--- src/rtl/mmio_out_fifo.sv ---
// rtl/mmio_out_fifo.sv - memory-mapped output FIFO behind the proc2 data bus
//
// Decodes proc2 writes into a DATA/STATUS register pair, buffers pushed words
// in a DEPTH-entry FIFO and drains them to an external sink through a
// valid/ready handshake. STATUS is read back through the registered rdata port.
//
// Ports:
//   clk        single clock, all state on posedge
//   rst        asynchronous active-high reset
//   addr       proc2 address bus (block decoded on addr[15:12])
//   dout       proc2 write data
//   w          proc2 write strobe
//   sel        combinational address hit
//   rdata      registered read data, zero when not selected
//   out_data   head-of-FIFO word
//   out_valid  FIFO non-empty
//   out_ready  sink accepts out_data at posedge when out_valid is high
//   irq_ovf    sticky overflow flag (STATUS[15])
//
// STATUS layout: {ovf, 7'b0, count[5:0], empty, full}

module mmio_out_fifo #(
  parameter logic [15:0] BASE_ADDR = 16'h1000,
  parameter int          DEPTH     = 8,
  parameter int          AW        = 3
) (
  input  logic        clk,
  input  logic        rst,
  input  logic [15:0] addr,
  input  logic [15:0] dout,
  input  logic        w,
  output logic        sel,
  output logic [15:0] rdata,
  output logic [15:0] out_data,
  output logic        out_valid,
  input  logic        out_ready,
  output logic        irq_ovf
);

  localparam logic [AW:0] DEPTH_C = DEPTH[AW:0];

  logic [15:0]   mem [DEPTH];
  logic [AW-1:0] rdptr;
  logic [AW-1:0] wrptr;
  logic [AW:0]   count;
  logic          ovf;

  logic          push_req;
  logic          push_acc;
  logic          push_rej;
  logic          pop;
  logic          ovf_clr;
  logic          full;
  logic          empty;
  logic [15:0]   status;

  // Offset bits between the register select and the block decode are ignored.
  logic          unused_addr;
  assign unused_addr = ^addr[11:1];

  assign sel       = (addr[15:12] == BASE_ADDR[15:12]);
  assign full      = (count == DEPTH_C);
  assign empty     = (count == '0);
  assign out_valid = !empty;
  assign out_data  = mem[rdptr];
  assign irq_ovf   = ovf;
  assign status    = {ovf, 7'b0, 6'(count), empty, full};

  assign pop      = out_valid && out_ready;
  assign push_req = sel && w && !addr[0];
  // A pop in the same cycle frees a slot, so a push into a full FIFO still lands.
  assign push_acc = push_req && (!full || pop);
  assign push_rej = push_req && !push_acc;
  assign ovf_clr  = sel && w && addr[0] && dout[15];

  // Storage has no reset; only pointers and count define which entries are live.
  always_ff @(posedge clk) begin
    if (push_acc) begin
      mem[wrptr] <= dout;
    end
  end

  always_ff @(posedge clk or posedge rst) begin
    if (rst) begin
      rdptr <= '0;
      wrptr <= '0;
      count <= '0;
      ovf   <= 1'b0;
      rdata <= 16'h0000;
    end else begin
      if (push_acc) begin
        wrptr <= wrptr + 1'b1;
      end
      if (pop) begin
        rdptr <= rdptr + 1'b1;
      end
      if (push_acc && !pop) begin
        count <= count + 1'b1;
      end else if (pop && !push_acc) begin
        count <= count - 1'b1;
      end
      // A rejected push in the same cycle as a clear keeps the flag set.
      if (push_rej) begin
        ovf <= 1'b1;
      end else if (ovf_clr) begin
        ovf <= 1'b0;
      end
      rdata <= sel ? (addr[0] ? status : out_data) : 16'h0000;
    end
  end

endmodule
--- config.mk ---
export PLATFORM = sky130hd
export DESIGN_NAME = mmio_out_fifo
export DESIGN_NICKNAME = d
export VERILOG_FILES = /design/src/rtl/mmio_out_fifo.sv
export SDC_FILE = /design/constraint.sdc
export NUM_CORES = 1
export LEC_CHECK = 0
export BUFFER_PORTS_ARGS = -buffer_cell sky130_fd_sc_hd__buf_2
export CORE_ASPECT_RATIO = 0.5
export CORE_MARGIN = 2
export CORE_UTILIZATION = 45
export DETAILED_ROUTE_END_ITERATION = 10
export GPL_TIMING_DRIVEN = 0
export PLACE_DENSITY = 0.72
export SYNTH_ARGS = -nofsm -noshare
export SYNTH_HDL_FRONTEND = slang
export SYNTH_SLANG_ARGS = --single-unit
--- constraint.sdc ---
create_clock -name clk -period 6.63 [get_ports clk]
set_clock_uncertainty 0.15 [all_clocks]
set_input_delay 1.326 -clock clk [delete_from_list [all_inputs] [get_ports clk]]
set_output_delay 1.326 -clock clk [all_outputs]
set_load 0.03 [all_outputs]
==> summary.txt <==
Routing
  – Detailed Routing Iterations Pass 1: 4
  – Final WL: 12000 µm
  – Via-per-instance ratio: 5.36
  – Per-cell routed wire length: between 20 and 25 µm
  – DRT antenna net count: 0
  – Via count: 3090
  – Initial DRC Count: 291
  – Number of remaining DRC errors: 0

Synthesis
  – Syn nets: 346
  – Synth Register Bits: 155
  – Synth top area cells: edfxtp_1 (63%), dfrtp_1 (11%), mux4_2 (8.8%)
  – Top_reg_cell synth: edfxtp_1
  – Library cells used by synthesis: 39
  – Async S/R FF share, synth: 0.174
  – Post-synth top area share: 0.629
  – Ys Warns: 0
  – Synth area leader: edfxtp_1
  – Sequential fraction of the synthesis area: 0.739
  – Syn_area_per_cell: 20.1 µm²
  – Post-Syn Instances: 304
  – Synthesized area: 6110 µm²
  – Post-synth EDFFs: ~130

STA
  – RSZ-0062 raised after global routing: false
  – Count of final hold-check violations: 0
  – Period Utilization, post-route: 0.604
  – FMAX: 250 MHz
  – Fin Setup TNS: 0 ps
  – Normalized max-slew margin: 0.224
  – Final hold slack: 406 ps
  – Clock period minus worst slack: 4000 ps
  – Count of pins over their slew limit: 0
  – Final setup vio count: 0
  – Worst-Margin Slew: 1160 ps

CTS
  – Postcts setup bufs: 0
  – CTS Buf Count: 17
  – Worst-Skew Late Latency: between 400 and 500 ps
  – CTS H-Tree Depth: 4
  – Root buf cell: clkbuf_16
  – Clk pin slew, worst setup/hold paths: ~60 ps
  – PostCTS Resize Cnt: 0
  – Num Clock Sinks: 155
  – Hold buffers post-CTS: 0
  – Clock Path Buffers: 2
  – CTS tree: done

Place
  – Hpwl dp: 7840 µm
  – Placed insts: 546
  – Routability congestion estimate: 0.728
  – Number of port buffers: 58

Critical path
  – Required time of the worst setup path: 5150 ps
  – Slowest cell on crit path: or4b_1
  – Ordered cell list for the critical path: buf_2 -> or4b_1 -> inv_2 -> buf_2 -> buf_2
  – Data arrival time of the critical path: between 2000 and 3000 ps
  – Startpoint types: input pin
  – Worst Path Max Fanout: 10
  – Worst path most repeated cell: buf_2
  – Crit. End Element: output port
  – Slowest stage delay, CP: ~580 ps
  – Critical path class: in -> out

Layout
  – Register Area: roughly 4500 µm²
  – Multi-input gate area: 1500 µm²
  – Final net count: 431
  – Layout area overhead: 20.4%
  – Share of cells above drive strength 1: 0.401
  – FILL cells: 1019
  – Antenna cells: 0
  – Commonest non-fill, non-tap cell in the layout: edfxtp_1
  – Commonest cells after routing, fill and taps aside: edfxtp_1 (128), buf_2 (63), dfrtp_1 (27)
  – Post-layout util: 0.549
  – Finished Layout Cells: 577

Global route
  – Initial antenna violation count: 0
  – GRT Total Usage: 0.176
  – Largest net degree at the start of global routing: 28
  – Gr ovfl total: 0
  – Vias in the first global route: between 3000 and 4000
  – Global-route wire length before repair: 18200 µm

Power and ir drop
  – Pwr dens: 403 nW/µm²
  – LEAKAGE: 2.67 nW
  – Worst vdd ir: 0.217 mV

Floorplan
  – Die area: approximately 15000 µm²
  – Starting density of the core: 0.456
  – Core ar.: 13400 µm²
  – I/O pin cnt: 71
  – Chip height: between 80 and 90 µm
  – Die Span X: between 150 and 200 µm
  – Site row count: 30

Outcome
  – Outcome: finished, final reports clean

Run
  – Max-cap viol count: 0

Hold path
  – Worst hold path class: reg -> reg
[layout make-up]
cell class	instances	share of cell area
Multi-Input combinational cell	131	0.204
Timing Repair Buffer	66	0.0565
Sequential cell	155	0.614
Clock buffer	18	0.0597
Buffer	13	0.0131
Inverter	5	0.00255
Clock inverter	13	0.0196
Tap cell	176	0.0299
[worst max-delay path, delay by kind of cell]
kind	cells	cell delay, ps
buffers and inverters	4	610
and+or+nand+nor	1	580
[layer usage]
| metal | global-route usage | part of all wire | vias to the layer above |
|---|---|---|---|
| li1 | - | - | 1383 |
| met1 | 0.244 | 0.46 | 1610 |
| met2 | 0.276 | 0.48 | 92 |
| met3 | 0.0511 | 0.058 | 5 |
| met4 | 0.0470 | 0.0053 | 0 |
| met5 | 0 | 0 | - |
[per-stage QoR]
step	total power [W]	instance area (µm²)	setup slack [ps]
2_1_floorplan	0.00181	6110	2590
3_3_place_gp	0.00202	6620	1250
3_5_place_dp	0.00204	6770	2340
4_1_cts	0.00300	7360	2630
5_1_grt	0.00310	7360	2550
6_report	0.00297	7360	2630
[registers in the layout, summed over array words and instances, names as in the netlist]
register,flops
rdata,16
mem,128
rdptr,3
irq_ovf,1
count,4
wrptr,3
[synthesized netlist by cell type (2+ instances only)]
cell type  count
o21ai_1        6
mux2_2        16
or4b_1         2
nor2b_1        7
nor2b_4        2
nor2_1        19
mux4_1         8
edfxtp_1     128
buf_2          5
clkbuf_1       4
a21oi_1        2
xnor2_1        5
dfrtp_1       27
mux2_1         2
ha_1           5
buf_6          2
nand2b_1       2
nand2_1       11
inv_1          2
inv_2          3
a31oi_1        2
mux4_2        24
nor3_1         3
nand3_1        2
[where the power goes]
part	leakage (nW)	internal [W]	switching (W)	total [W]
Sequential	1.51	0.00109	0.0000332	0.00112
Clock	0.277	0.000565	0.000389	0.000954
Combinational	0.884	0.000399	0.000495	0.000894
Total	2.67	0.00205	0.000917	0.00297
[logic make-up (layout without fill, tap and decap cells)]
group	count (synthesis)	in the layout	synth area share
compound gates	17	17	0.0192
xor+xnor	5	5	0.00716
fa+ha+maj	6	6	0.0135
buf+inv	18	115	0.0188
flops	155	155	0.739
mux	50	50	0.156
simple gates	53	53	0.0459
[path summary, 6_finish.rpt]
kind                       slack, ps      from  cells after the start         to
setup / recovery                2630  addr[13]                      5        sel
hold / removal                   410  wrptr[0]                      2   wrptr[0]
setup reg to reg                3160  count[0]                     10   count[3]
hold reg to reg                  410  wrptr[0]                      2   wrptr[0]
max in group asynchronous       4570       rst                      2  rdata[14]
min in group asynchronous       1060       rst                      2    irq_ovf
Note: power is estimated with default switching activity, not from simulation.
